===== src/rtl/mem_pkg.sv =====
// Shared definitions for the memory access unit and the control decoder:
// access-size codes, load/store opcodes, FSM state encoding and the
// latched request record.
package mem_pkg;

  localparam logic [1:0] SZ_NONE = 2'b00;
  localparam logic [1:0] SZ_BYTE = 2'b01;
  localparam logic [1:0] SZ_HALF = 2'b10;
  localparam logic [1:0] SZ_WORD = 2'b11;

  localparam logic [5:0] LB = 6'd32;
  localparam logic [5:0] LH = 6'd33;
  localparam logic [5:0] LW = 6'd35;
  localparam logic [5:0] SB = 6'd40;
  localparam logic [5:0] SH = 6'd41;
  localparam logic [5:0] SW = 6'd43;

  typedef enum logic [2:0] {
    IDLE,
    RD,
    MERGE,
    WR,
    FIN
  } state_t;

  // Everything about the accepted request that is needed after start drops.
  typedef struct packed {
    logic        is_store;
    logic [1:0]  size;
    logic [1:0]  lane;
    logic [31:0] wdata;
  } req_t;

  // Opcode to {MemRead, Memwrite} size codes, as the control decoder emits them.
  function automatic logic [3:0] sizes_from_opcode(input logic [5:0] op);
    case (op)
      LB:      return {SZ_BYTE, SZ_NONE};
      LH:      return {SZ_HALF, SZ_NONE};
      LW:      return {SZ_WORD, SZ_NONE};
      SB:      return {SZ_NONE, SZ_BYTE};
      SH:      return {SZ_NONE, SZ_HALF};
      SW:      return {SZ_NONE, SZ_WORD};
      default: return {SZ_NONE, SZ_NONE};
    endcase
  endfunction

endpackage


===== src/rtl/mem_access_unit_if.sv =====
// Word-wide data memory port with req/ack handshake. The access unit is the
// master; the memory (or its model) is the slave. mem_rdata is valid in the
// cycle mem_ack is high.
interface mem_access_unit_if #(
  parameter int ADDR_W = 32
);
  logic              req;
  logic              we;
  logic [ADDR_W-1:0] addr;
  logic [31:0]       wdata;
  logic              ack;
  logic [31:0]       rdata;

  modport master (
    output req, we, addr, wdata,
    input  ack, rdata
  );

  modport slave (
    input  req, we, addr, wdata,
    output ack, rdata
  );
endinterface


===== src/rtl/mem_access_unit_lane.sv =====
// mem_lane_align: purely combinational byte-lane handling for a little-endian
// word memory. Extracts and sign-extends the addressed byte/half of a read
// word, and splices store data into the addressed lane of a word for RMW.
module mem_lane_align
  import mem_pkg::*;
(
  input  logic [1:0]  size,
  input  logic [1:0]  lane,
  input  logic [31:0] load_word,
  input  logic [31:0] base_word,
  input  logic [31:0] store_data,
  output logic [31:0] load_val,
  output logic [31:0] merged
);

  logic [7:0]  ld_byte;
  logic [15:0] ld_half;

  assign ld_byte = load_word[{lane, 3'b000} +: 8];
  assign ld_half = lane[1] ? load_word[31:16] : load_word[15:0];

  // Load path: select the lane and sign-extend to 32 bits.
  always_comb begin
    // NOTE: every output gets a default first so no path through the case
    // leaves it unassigned, which would otherwise infer a latch.
    load_val = load_word;
    case (size)
      SZ_BYTE: load_val = {{24{ld_byte[7]}}, ld_byte};
      SZ_HALF: load_val = {{16{ld_half[15]}}, ld_half};
      default: load_val = load_word;
    endcase
  end

  // Store path: overwrite only the addressed lane of the word read back.
  always_comb begin
    merged = base_word;
    case (size)
      SZ_BYTE: merged[{lane, 3'b000} +: 8] = store_data[7:0];
      SZ_HALF: begin
        if (lane[1]) merged[31:16] = store_data[15:0];
        else         merged[15:0]  = store_data[15:0];
      end
      SZ_WORD: merged = store_data;
      default: merged = base_word;
    endcase
  end

endmodule


===== src/rtl/mem_access_unit.sv =====
// mem_access_unit: executes one load or store against a word-wide memory
// without byte enables. Sub-word stores are done as read-modify-write; loads
// return sign-extended data. busy stalls the pipeline for the whole access.
// Optional build macro MISALIGN_TRAP_EN: misaligned lh/sh/lw/sw raise err
// instead of being forced to the enclosing aligned word.
module mem_access_unit
  import mem_pkg::*;
#(
  parameter int ADDR_W  = 32,
  parameter int TIMEOUT = 255
) (
  input  logic              clk,
  input  logic              rst_n,
  input  logic              start,
  input  logic [1:0]        MemRead,
  input  logic [1:0]        Memwrite,
  input  logic [ADDR_W-1:0] addr,
  input  logic [31:0]       wdata,
  output logic              busy,
  output logic              done,
  output logic [31:0]       rdata,
  output logic              err,
  mem_access_unit_if.master mem
);

  state_t            state_q, state_d;
  req_t              req_q;
  logic [7:0]        tmo_q;
  logic [31:0]       rd_word_q, rdata_q, wdata_q;
  logic [ADDR_W-1:0] addr_q;
  logic              err_q;

  logic              accept, illegal, misalign, launch, launch_err;
  logic              abort, tmo_hit;
  logic [1:0]        req_size;
  logic [31:0]       load_val, merged;

  // Request decode. busy is low in IDLE and FIN, so a start in either is taken.
  assign req_size = (MemRead != SZ_NONE) ? MemRead : Memwrite;
  assign accept   = start && (state_q == IDLE || state_q == FIN);
  assign illegal  = (MemRead != SZ_NONE) && (Memwrite != SZ_NONE);
`ifdef MISALIGN_TRAP_EN
  assign misalign = (req_size == SZ_HALF && addr[0]) ||
                    (req_size == SZ_WORD && addr[1:0] != 2'b00);
`else
  assign misalign = 1'b0;
`endif
  assign launch_err = accept && (illegal || misalign);
  assign launch     = accept && !illegal && !misalign && (req_size != SZ_NONE);
  assign tmo_hit    = (tmo_q == 8'(TIMEOUT - 1));

  // State register.
  always_ff @(posedge clk or negedge rst_n) begin
    // NOTE: sequential state uses non-blocking assignments so every register
    // samples the values from before this edge, independent of block order.
    if (!rst_n) state_q <= IDLE;
    else        state_q <= state_d;
  end

  // Next-state logic and timeout abort decision.
  always_comb begin
    state_d = state_q;
    abort   = 1'b0;
    case (state_q)
      IDLE, FIN: begin
        state_d = IDLE;
        if (launch) state_d = (Memwrite == SZ_WORD) ? WR : RD;
      end
      RD: begin
        if (mem.ack) begin
          state_d = req_q.is_store ? MERGE : FIN;
        end else if (tmo_hit) begin
          state_d = IDLE;
          abort   = 1'b1;
        end
      end
      MERGE: state_d = WR;
      WR: begin
        if (mem.ack) begin
          state_d = FIN;
        end else if (tmo_hit) begin
          state_d = IDLE;
          abort   = 1'b1;
        end
      end
      default: state_d = IDLE;
    endcase
  end

  // Datapath registers: request latch, read capture, write word, timeout.
  always_ff @(posedge clk or negedge rst_n) begin
    if (!rst_n) begin
      req_q     <= '0;
      addr_q    <= '0;
      wdata_q   <= '0;
      rd_word_q <= '0;
      rdata_q   <= '0;
      tmo_q     <= '0;
      err_q     <= 1'b0;
    end else begin
      err_q <= launch_err || abort;
      // Clears outside RD/WR, so it restarts from zero on every entry.
      tmo_q <= (mem.req && !mem.ack) ? tmo_q + 8'd1 : 8'd0;
      if (launch) begin
        req_q  <= '{is_store: (Memwrite != SZ_NONE), size: req_size,
                    lane: addr[1:0], wdata: wdata};
        addr_q <= {addr[ADDR_W-1:2], 2'b00};
        if (Memwrite == SZ_WORD) wdata_q <= wdata;
      end
      if (state_q == RD && mem.ack) begin
        rd_word_q <= mem.rdata;
        if (!req_q.is_store) rdata_q <= load_val;
      end
      if (state_q == MERGE) wdata_q <= merged;
    end
  end

  mem_lane_align u_align (
    .size       (req_q.size),
    .lane       (req_q.lane),
    .load_word  (mem.rdata),
    .base_word  (rd_word_q),
    .store_data (req_q.wdata),
    .load_val   (load_val),
    .merged     (merged)
  );

  assign busy      = (state_q == RD) || (state_q == MERGE) || (state_q == WR);
  assign done      = (state_q == FIN);
  assign err       = err_q;
  assign rdata     = rdata_q;
  assign mem.req   = (state_q == RD) || (state_q == WR);
  assign mem.we    = (state_q == WR);
  assign mem.addr  = addr_q;
  assign mem.wdata = wdata_q;

endmodule

===== src/flat_wrapper.sv =====
// flat-port wrapper written by rule: the top's interface ports become plain ports
module mem_access_unit_flat import mem_pkg::*;
#(
  parameter int ADDR_W  = 32,
  parameter int TIMEOUT = 255
)
  (clk, rst_n, start, MemRead, Memwrite, addr, wdata, busy, done, rdata, err, mem_req, mem_we, mem_addr, mem_wdata, mem_ack, mem_rdata);
  mem_access_unit_if #(.ADDR_W(ADDR_W)) mem_i ();
  input  logic clk;
  input  logic rst_n;
  input  logic start;
  input  logic [1:0] MemRead;
  input  logic [1:0] Memwrite;
  input  logic [ADDR_W-1:0] addr;
  input  logic [31:0] wdata;
  output logic busy;
  output logic done;
  output logic [31:0] rdata;
  output logic err;
  output wire logic [$bits(mem_i.req)-1:0] mem_req;
  output wire logic [$bits(mem_i.we)-1:0] mem_we;
  output wire logic [$bits(mem_i.addr)-1:0] mem_addr;
  output wire logic [$bits(mem_i.wdata)-1:0] mem_wdata;
  input wire logic [$bits(mem_i.ack)-1:0] mem_ack;
  input wire logic [$bits(mem_i.rdata)-1:0] mem_rdata;
  assign mem_req = mem_i.req;
  assign mem_we = mem_i.we;
  assign mem_addr = mem_i.addr;
  assign mem_wdata = mem_i.wdata;
  assign mem_i.ack = mem_ack;
  assign mem_i.rdata = mem_rdata;
  mem_access_unit #(.ADDR_W(ADDR_W), .TIMEOUT(TIMEOUT)) u_core (.clk(clk), .rst_n(rst_n), .start(start), .MemRead(MemRead), .Memwrite(Memwrite), .addr(addr), .wdata(wdata), .busy(busy), .done(done), .rdata(rdata), .err(err), .mem(mem_i));
endmodule

===== config.mk =====
export PLATFORM = sky130hd
export DESIGN_NAME = mem_access_unit_flat
export DESIGN_NICKNAME = d
export VERILOG_FILES = /design/src/rtl/mem_pkg.sv /design/src/rtl/mem_access_unit_if.sv /design/src/rtl/mem_access_unit_lane.sv /design/src/rtl/mem_access_unit.sv /design/src/flat_wrapper.sv
export SDC_FILE = /design/constraint.sdc
export NUM_CORES = 1
export LEC_CHECK = 0
export CELL_PAD_IN_SITES_DETAIL_PLACEMENT = 1
export CELL_PAD_IN_SITES_GLOBAL_PLACEMENT = 1
export CORE_MARGIN = 3
export CORE_UTILIZATION = 36
export CTS_CLUSTER_DIAMETER = 50
export CTS_CLUSTER_SIZE = 16
export DETAILED_ROUTE_END_ITERATION = 12
export MAX_ROUTING_LAYER = met4
export PLACE_DENSITY = 0.82
export SYNTH_ARGS = -nofsm -noshare
export SYNTH_HDL_FRONTEND = slang
export SYNTH_SLANG_ARGS = --single-unit

===== constraint.sdc =====
create_clock -name clk -period 2.9 [get_ports clk]
set_input_delay 0.58 -clock clk [delete_from_list [all_inputs] [get_ports clk]]
set_output_delay 0.58 -clock clk [all_outputs]
set_load 0.01 [all_outputs]

; Yosys cells after proc, flatten, opt, wreduce, memory -nomap -nowiden
; Cells that the tools add are included.
; W data, S select, Z words.
[word_totals]
register_bits = 175
inputBits = 104
output_inout_bits = 101
wordCells = 71
[op_classes]
n_addsub = 2
eq_ne = 9
n_shift = 3
n_mux = 21
bitwise = 1
n_reduce_logical = 24
[ops]
columns = op, count
row1 = $mux W32, 3
row2 = $pmux W32 S3, 1
row3 = $pmux W32 S2, 1
row4 = $mux W16, 3
row5 = $bwmux W32, 1
row6 = $shift A8 B7 Y32 const A, 1
row7 = $shiftx A32 B6 Y8, 1
row8 = $shiftx A8 B7 Y32, 1
row9 = $mux W3, 5
row10 = $pmux W3 S4, 1
row11 = $reduce_bool A2 Y1, 5
row12 = $add A8 B1 Y8 const B, 1
row13 = $eq A8 B8 Y1 const B, 1
row14 = $mux W8, 1
row15 = $logic_and A1 B1 Y1, 7
row16 = $neg A5 Y7, 1
row17 = $eq A2 B2 Y1 const B, 3
row18 = $eq A3 B2 Y1 const B, 2
row19 = $logic_or A1 B1 Y1, 5
row20 = $mux W2, 2
row21 = $reduce_and A2 Y1, 2
row22 = $reduce_or A2 Y1, 2
row23 = $eq A3 B1 Y1 const B, 1
row24 = $eq A3 B3 Y1 const B, 1
row25 = other kinds (5), 8

; Depth between registers and ports, before layout
; Gate-level depths: netlist of the first run.
[logic_depth]
ltp_word = 7
depth_mapped = 10
ltp_nobuf = 6

; By module
; From an unflattened synthesis of the first run, not the netlist that was laid out.
[hier_totals]
cells_unflattened = 773
area_unflattened_um2 = 9033.7
[modules_own_cells]
columns = module, n_inst, cells_each, area_each_um2, seq_area_each_um2
row1 = mem_access_unit, 1, 488, 7160.6, 4379.2
row2 = mem_lane_align, 1, 285, 1873.0, 0.0

; Least setup slack after synthesis of the first run
; No wires, ideal clock.
[synth_path]
kind = flip-flop to flip-flop
from = reg u_core.req_q[33] (netlist bit)
to = reg u_core.wdata_q[18] (netlist: u_core.mem.wdata[18])
setup_ns = 0.129
arrival_time_ns = 2.027
required_time_ns = 2.771
path_slack_ns = 0.745
path_stages_with_launch = 10
n_path_buf = 3
synth_period_minus_slack_ns = 2.155
path_cell_list = dfrtp_1 -> buf_4 -> buf_6 -> buf_2 -> inv_1 -> ha_1 -> and4bb_2 -> a21o_1 -> a221oi_1 -> o21ai_0
[synth_between]
elab_chain_cells = 5
word_cells_on_any_way = 7
cone_classes = 1 x add/sub / 2 x shift / 4 x mux
[synth_rtl]
columns = element, line
row1 = from (decl), mem_access_unit.sv:27  ; req_t req_q;
row2 = from (signal assigned), mem_access_unit.sv:105  ; req_q <= '{is_store: (Memwrite != SZ_NONE), size: req_size,
row3 = $neg A5 Y7, mem_access_unit_lane.sv:38  ; SZ_BYTE: merged[{lane, 3'b000} +: 8] = store_data[7:0];
row4 = $shiftx A8 B7 Y32 / $shift A8 B7 Y32 (equally long branches), mem_access_unit_lane.sv:38
row5 = $bwmux W32, mem_access_unit_lane.sv:38
row6 = $pmux W32 S3 *, mem_access_unit_lane.sv:37  ; case (size)
row7 = $mux W32 *, mem_access_unit.sv:114  ; if (state_q == MERGE) wdata_q <= merged;
row8 = to (signal assigned), mem_access_unit.sv:108  ; if (Memwrite == SZ_WORD) wdata_q <= wdata;
row9 = to (signal assigned), mem_access_unit.sv:114
row10 = to (decl), mem_access_unit.sv:29  ; logic [31:0] rd_word_q, rdata_q, wdata_q;
; Every way passes the cells marked *; elsewhere a longest branch is shown, timed or not.
; A chain may end at the register's enable or synchronous reset.

; Final worst setup path of the first run
[layout_path]
from = reg u_core.state_q[0]
to = out mem_we
[layout_between]
elab_chain_cells = 1
[layout_rtl]
columns = element, line
row1 = from (decl), mem_access_unit.sv:26  ; state_t state_q, state_d;
row2 = from (signal assigned), mem_access_unit.sv:57  ; else state_q <= state_d;
row3 = $eq A3 B2 Y1, mem_access_unit.sv:133  ; assign mem.we = (state_q == WR);
row4 = to (decl), flat_wrapper.sv:21  ; output wire logic [$bits(mem_i.we)-1:0] mem_we;
; No other way between the ends.

==> metrics.txt, run 1 <==
first-pass GRT wire length 46,000 um; Async SR Flop Fraction 1.00; Yosys cell types 54; die width 163 um; Final Max Slew Viols 0; status complete, no violations; TritonCTS clock tree done; Fmax achieved 402 MHz; Vias/cell 5.58; post-DP HPWL 21,600 um; Remaining DRCs 0; minimum clock period after layout 2490 ps; Die H 163 um; DR WL met3 1480 um; row count 56; Syn Area/Cell 11.2 um2; vias in the first global route 7,817; fin nets 1,088; Mapped Cells 787; Seq cells post-synth 175; drt first pass iters 4; Crit Path Max Fanout 5; I/O Pins 205; setup repair bufs after CTS 0; MaxCap Viol Count 0; initial antenna violation count 0; Layout fillers 2,575; Slew @ Worst Pin 1080 ps; Setup WS pre-CTS 416 ps; Post-Synthesis Cell Area 8840 um2; cell area after layout 11,700 um2; Max IR drop VDD 0.440 mV; worst hold path class primary input to async pin; Worst-Skew Late Latency 430 ps; 1st-iter DRT viols 499; Initial Util 0.371; EDFF count, synth 0; gr ovfl total 0; worst-case clock buffer depth 2; Final setup viols 0; metal2 WL 14,800 um; # diodes 0; CTS buffer count 17; Synth Warn # 0; final worst setup slack 413 ps; gr usage total 0.231; clk root buf clkbuf_16; power density over cell area 1160 nW/um2; Top FF cell, synth dfrtp_1; share of post-route cells with drive strength above 1 0.153; period utilization 0.858; Final Hold Viols 0; highest routed layer met4; RePlAce Congestion 0.871; met1 WL 12,800 um; Seq/Total Area, Yosys 0.495; Resized cells post-CTS 0; Routed WL 29,700 um; CTS clk-pin slew, worst paths 70 ps; Leak Pwr 4.84 nW; placed instance area 11,100 um2; unrepaired setup endpoints after global routing no; largest net degree at the start of global routing 58; Setup TNS Final 0 ps; Setup CP Type flop to output port; Core ar. 23,800 um2; Final Skew 8.35 ps; wire per inst 22.8 um; CP Launch Type flop; Num Clock Sinks 175; Routed Antenna Nets 0; detailed-route via count 7,266; Die Footprint 26,500 um2; hold_buf cts 0; critical path endpoint category output port; IO Port Bufs 202; relative slew slack 0.277; H-tree level count 4; Req. time, crit path 2320 ps; Layout area overhead 32.1%; Critical Path AT 1910 ps
[cell type report]
cell class,count,area [um2],area share
Clock buffer,19,443,0.0379
Clock inverter,11,108,0.00921
Inverter,14,52.6,0.00450
Multi-Input combinational cell,541,4090,0.350
Sequential cell,175,4380,0.375
Tap cell,319,399,0.0342
Timing Repair Buffer,224,2210,0.189
[registers in the layout (all words and copies together) (netlist names)]
register,flops
u_core.err,1
u_core.mem.addr,30
u_core.mem.wdata,32
u_core.rd_word_q,32
u_core.rdata,32
u_core.req_q,37
u_core.state_q,3
u_core.tmo_q,8
[stage by stage]
stage,util,std cells,hold WS [ps],total power (W)
after floorplan,-,788,284,0.00832
after global placement,0.467,1273,464,0.0109
after detailed placement,0.467,1273,483,0.0112
after CTS,0.490,1303,120,0.0136
after global routing,0.490,1303,133,0.0143
final,0.490,1303,115,0.0135
[Yosys cell counts (2+ instances only)]
master	count	area (um2)
dfrtp_1	175	4380
mux2_2	83	935
o21ai_0	73	365
nand2_1	48	180
mux2i_1	32	320
a21oi_1	30	150
mux2_1	30	338
nor2b_1	30	188
nor2_1	28	105
a221oi_1	24	210
clkbuf_1	23	86.3
a221o_1	22	220
nand2b_1	22	138
nand3_1	22	110
buf_2	16	80.1
a31oi_1	14	87.6
inv_1	14	52.6
o22ai_1	14	87.6
buf_4	13	97.6
ha_1	11	138
o22a_1	7	61.3
buf_6	6	67.6
a32o_1	4	40.0
o21ai_1	4	20.0
nor2_2	3	18.8
nor3b_2	3	37.5
or3_1	3	18.8
xor2_1	3	26.3
and2_1	2	12.5
and3_1	2	12.5
and4bb_2	2	25.0
nand4_1	2	12.5
[metal layers]
metal | global-route usage | up-vias
met1 | 0.297 | 3753
met3 | 0.0473 | 36
met5 | - | -
met4 | 0.0631 | 0
li1 | - | 3251
met2 | 0.373 | 226
[cells in the final DEF, fill, tap and decap left out, types with 5 or more instances in the layout]
| cell type | n |
|---|---|
| mux2_2 | 83 |
| ha_1 | 11 |
| o22ai_1 | 14 |
| clkbuf_16 | 17 |
| mux2i_1 | 32 |
| dfrtp_1 | 175 |
| buf_4 | 20 |
| nor2b_1 | 30 |
| nor2_1 | 28 |
| inv_6 | 5 |
| a221oi_1 | 24 |
| a21oi_1 | 30 |
| a31oi_1 | 14 |
| nand2b_1 | 22 |
| nand2_1 | 48 |
| clkdlybuf4s50_1 | 201 |
| a221o_1 | 22 |
| o22a_1 | 7 |
| mux2_1 | 30 |
| nand3_1 | 22 |
| o21ai_0 | 73 |
| inv_1 | 14 |
[final timing paths]
path,slack [ps],start,end,cells past startpoint
max in group asynchronous,2020,rst_n,u_core.req_q[31],2
worst max-delay path,410,u_core.state_q[0],mem_we,3
worst min register to register,500,u_core.mem.addr[29],u_core.mem.addr[29],1
worst min-delay path,120,rst_n,u_core.rdata[7],1
worst max register to register,590,u_core.req_q[34],u_core.rdata[31],7
min in group clk,500,u_core.mem.addr[29],u_core.mem.addr[29],1
[logic make-up (layout without fill, tap and decap cells)]
logic type / count (synthesis) / after routing / synth area share
mux: 146 / 146 / 0.183
simple gates: 176 / 176 / 0.105
buf+inv: 72 / 268 / 0.0434
fa+ha+maj: 11 / 11 / 0.0156
other cells: 1 / 2 / 0.000424
xor+xnor: 5 / 5 / 0.00580
compound gates: 201 / 201 / 0.152
flops: 175 / 175 / 0.495
[power by group]
part | switching, W | leakage, nW | internal [W]
Combinational | 0.00321 | 2.44 | 0.00341
Clock | 0.00102 | 0.267 | 0.00121
Sequential | 0.00106 | 2.13 | 0.00360
[critical path, stage by stage, from the launching register on]
cell             delay, ps
dfrtp_1                490
nor2b_1                280
and2_1                 160
clkdlybuf4s50_1        540
(Power assumes the default switching activity.)
==> run 2, diff against run 1 <==
- PLACE_DENSITY: 0.82 -> 0.84
- clock period: 2.9 -> 2 ns (I/O delays scaled with it)
==> run 2 against run 1 <==
Net effect: critical path depth grew 3; sequential power grew 46%; hold slack gained 340 ps; global-route usage grew 0.27 points; count of clock-buffer cells in the layout grew 1; critical endpoint is now u_core.mem.wdata[25]; clock power grew 41%; total power grew 51%; clock skew grew 5.8 ps; worst setup slack lost 360 ps; register-to-register slack lost 540 ps; non-clock buffer count grew 29; combinational power grew 59%.
==> metrics.txt, run 2 (same netlist as run 1, synthesis figures left out) <==
status complete, no violations; critical path endpoint category flop; Reg2Reg Capture Point u_core.mem.wdata[25]; IO Port Bufs 202; die width 163 um; Num Clock Sinks 175; Setup CP Type flop to flop; Critical Path Source u_core.req_q[34]; Routed Antenna Nets 0; row count 56; Layout area overhead 37.2%; crit path to u_core.mem.wdata[25]; Final setup viols 0; 1st-iter DRT viols 531; Max IR drop VDD 0.693 mV; Setup WS pre-CTS -186 ps; Req. time, crit path 2310 ps; initial antenna violation count 0; Hold Slack 457 ps; largest net degree at the start of global routing 49; period utilization 0.976; drt first pass iters 5; Vias/cell 5.65; minimum clock period after layout 1950 ps; fin nets 1,117; Core ar. 23,800 um2; Critical Path AT 2260 ps; detailed-route via count 7,537; power density over cell area 1680 nW/um2; first-pass GRT wire length 47,100 um; Final Hold Viols 0; most frequent cells in the layout clkdlybuf4s50_1, dfrtp_1, mux2_2; final worst setup slack 48.8 ps; Leak Pwr 5.03 nW; Final Max Slew Viols 0; share of post-route cells with drive strength above 1 0.196; MaxCap Viol Count 0; Die H 163 um; Final Skew 14.1 ps; Non-Filler Instances 1,334; worst hold path class primary input to async pin; Routed WL 30,700 um; RePlAce Congestion 0.901; Remaining DRCs 0; Worst-Skew Late Latency 430 ps; I/O Pins 205; clock share of power 0.154; unrepaired setup endpoints after global routing yes; Initial Util 0.371; number of flip-flops under the largest register name 37; worst-case clock buffer depth 2; clk root buf clkbuf_16; Die Footprint 26,500 um2; TritonCTS clock tree done; sequential fraction of design power 0.333; CP Launch Type flop; wire per inst 23.0 um; switching pwr 0.00801 W; CTS buffer count 17; Sw Share 0.393; Worst Reg2Reg Path Length in Cells 6; # diodes 0; gr usage total 0.233; most common library cell in the layout ignoring fill and taps clkdlybuf4s50_1; Largest Register u_core.req_q; Crit Path Max Fanout 6; internal power 0.0124 W; reg2reg setup slack 50 ps; gr ovfl total 0; H-tree level count 4; Layout fillers 2,524; reg-to-reg startpoint u_core.req_q[34]; vias in the first global route 8,108; Fmax achieved 513 MHz; Gate power share 0.513; Inst Count DP 1,297; CTS clk-pin slew, worst paths 70 ps; post-DP HPWL 21,700 um
==> run 2: cell types whose count changed in the layout (fill, tap and decap cells not counted), sizes merged <==
cell / previous run / this run
dlygate4sd3: 0 / 1
inv: 19 / 16
clkbuf: 19 / 21
clkinv: 3 / 4
dlygate4sd2: 0 / 4
bufinv: 1 / 0
clkdlybuf4s50: 201 / 197
clkinvlp: 2 / 6
buf: 23 / 50
==> run 2: worst min path at each step <==
| stage | startpoint | end | slack, ps |
|---|---|---|---|
| after floorplan | rst_n | u_core.err | 100 |
| after global placement | rst_n | u_core.rdata[20] | 350 |
| after detailed placement | rst_n | u_core.rdata[20] | 350 |
| after CTS | rst_n | u_core.rdata[20] | 460 |
| after global routing | rst_n | u_core.rdata[20] | 500 |
| final | rst_n | u_core.rdata[20] | 460 |
==> run 2: final cells by class <==
class                      instances  area (um2)  area share
clock inverter                    12        86.3     0.00711
clock buffer                      20         457      0.0376
inverter                          14        52.6     0.00433
timing repair buffer             253        2600       0.214
sequential                       175        4390       0.361
tap                              319         399      0.0329
multi-input combinational        541        4150       0.342
==> run 2: per-stage QoR <==
step / power, W / utilization / instance area (um2) / TNS [ps]
final: 0.0204 / 0.509 / 12100 / 0
after global routing: 0.0216 / 0.509 / 12100 / -361
after CTS: 0.0201 / 0.506 / 12100 / 0
after detailed placement: 0.0168 / 0.482 / 11500 / -9370
after global placement: 0.0163 / 0.482 / 11500 / -5440
after floorplan: 0.0121 / - / 8860 / 0
==> run 2: power groups by stage <==
stage | combinational (W) | clock (W) | sequential, W
2_1_floorplan | 0.00550 | 0 | 0.00661
3_3_place_gp | 0.00964 | 0 | 0.00663
3_5_place_dp | 0.0100 | 0 | 0.00674
4_1_cts | 0.0102 | 0.00318 | 0.00673
5_1_grt | 0.0112 | 0.00335 | 0.00697
6_report | 0.0105 | 0.00314 | 0.00680
==> run 2: per-layer routing <==
layer  GRT usage  vias to the layer above  wire length, um
met4      0.0711                        0              834
met3      0.0402                       56             1570
li1            -                     3310                -
met1       0.301                     3896            13000
met5           -                        -                0
met2       0.379                      275            15200
==> run 2: critical path: stages, from the launching register on <==
cell      delay [ps]
dfrtp_1          400
inv_1            130
ha_1             280
and2_2           250
a221oi_1         310
a31oi_1          190
a221o_1          280
==> run 2: repair_timing <==
action | CTS | global route
setup endpoints to repair | 12 | 53
pin swaps | 0 | 2
buffers inserted | 2 | 1
resized for setup | 12 | 16
hold endpoints to repair | 39 | 0
hold buffers | 1 | 0
cloned | 0 | 1
==> run 3, diff against run 2 <==
- CAP_MARGIN: not set -> 20
- CTS_BUF_LIST: not set -> sky130_fd_sc_hd__clkbuf_4
- PLACE_DENSITY: 0.84 -> 0.82
- clock period: 2 -> 2.3 ns (I/O delays scaled with it)
==> run 3 against run 2 <==
Net effect: combinational power fell by 18%; hold slack lost 130 ps; sequential share of layout area is 1.5 points higher; cell count fell by 0.82%; largest cell class unchanged; via count is 3.3% lower; global-route usage down 0.92 points; highest routed layer unchanged.
==> metrics.txt, run 3 (same netlist as run 1, synthesis figures left out) <==
Largest Register u_core.req_q; TritonCTS clock tree done; Fmax achieved 472 MHz; clk root buf clkbuf_4; first-pass GRT wire length 44,900 um; wire per inst 21.9 um; Routed Antenna Nets 0; detailed-route via count 7,288; critical path endpoint category flop; Crit Path Max Fanout 10; gr ovfl total 0; Leak Pwr 4.85 nW; met1 WL 12,400 um; die width 163 um; Final Hold Viols 0; Slew @ Worst Pin 808 ps; CTS clk-pin slew, worst paths 160 ps; drt first pass iters 7; reg2reg setup slack 180 ps; number of flip-flops under the largest register name 37; worst hold path class primary input to async pin; 1st-iter DRT viols 574; Max IR drop VDD 0.612 mV; unrepaired setup endpoints after global routing no; row count 56; Final Max Slew Viols 0; metal2 WL 14,400 um; Die Footprint 26,500 um2; Setup TNS Final 0 ps; largest net degree at the start of global routing 53; Routed WL 29,000 um; Core ar. 23,800 um2; highest routed layer met4; CP Launch Type flop; Layout area overhead 31.7%; H-tree level count 4; post-DP HPWL 21,400 um; CTS buffer count 17; Initial Util 0.371; Layout fillers 2,611; relative slew slack 0.461; Critical Path AT 2650 ps; I/O Pins 205; RePlAce Congestion 0.875; status complete, no violations; gr usage total 0.224; Remaining DRCs 0; initial antenna violation count 1; Vias/cell 5.51; minimum clock period after layout 2120 ps; IO Port Bufs 202; most common library cell in the layout ignoring fill and taps clkdlybuf4s50_1; Worst-Skew Late Latency 600 ps; MaxCap Viol Count 0; most frequent cells in the layout clkdlybuf4s50_1, dfrtp_1, mux2_2; Setup CP Type flop to flop; worst-case clock buffer depth 2; Non-Filler Instances 1,323; Final Skew 21.5 ps; share of post-route cells with drive strength above 1 0.174; period utilization 0.922; Inst Count DP 1,285; DR WL met3 1550 um; fin nets 1,105; vias in the first global route 7,753; power density over cell area 1400 nW/um2; Req. time, crit path 2830 ps; Final setup viols 0; Die H 163 um; Num Clock Sinks 175
-- run 3: what timing repair did --
| action | in CTS | in global routing |
|---|---|---|
| hold buffers | 1 | 0 |
| endpoints found under the hold margin | 39 | 0 |
| resized for setup | 10 | 1 |
| endpoints found under the setup margin | 5 | 1 |
| buffers inserted | 4 | 0 |
-- run 3: routing by layer --
metal	vias to the layer above	track usage
met3	41	0.0432
met5	-	-
met1	3741	0.287
li1	3284	-
met4	0	0.0696
met2	222	0.363
-- run 3: worst paths after layout --
kind,start,endpoint,cells past startpoint
worst max-delay path,u_core.req_q[35],u_core.mem.wdata[14],6
worst min-delay path,rst_n,u_core.rdata[20],2
worst max register to register,u_core.req_q[35],u_core.mem.wdata[14],6
worst min register to register,u_core.tmo_q[0],u_core.tmo_q[0],1
max in group asynchronous,rst_n,u_core.state_q[2],3
min in group clk,addr[30],u_core.mem.addr[30],2
-- run 3: report_power, final --
group	leakage, nW	switching, W	total [W]	internal [W]
sequential	2.13	0.00130	0.00583	0.00453
combinational	2.56	0.00410	0.00858	0.00448
clock	0.153	0.00118	0.00185	0.000677
total	4.85	0.00658	0.0163	0.00968
-- run 3: through the flow --
stage / total power [W] / setup WS [ps] / utilization / instance area [um2] / hold WS, ps
after CTS: 0.0163 / 0.607 / 0.489 / 11600 / 303
final: 0.0163 / 180 / 0.489 / 11600 / 331
after floorplan: 0.0105 / 145 / - / 8850 / 164
after detailed placement: 0.0143 / 35.7 / 0.474 / 11300 / 413
after global routing: 0.0173 / 71.4 / 0.489 / 11600 / 339
after global placement: 0.0139 / 132 / 0.474 / 11300 / 413
-- run 3: final cells by class --
cell class,count,area (um2),share of cell area
sequential,175,4380,0.376
multi-input combinational,541,4100,0.352
timing repair buffer,241,2420,0.208
tap,319,399,0.0343
clock inverter,14,156,0.0134
clock buffer,18,135,0.0116
inverter,14,52.6,0.00451
antenna,1,2.50,0.000215
-- run 3: critical path, stage by stage, from the launching register on --
cell and delay [ps]:
dfrtp_1 430, inv_1 120, ha_1 360, nor2b_2 500
a221oi_1 190, a32o_1 330, mux2i_1 150
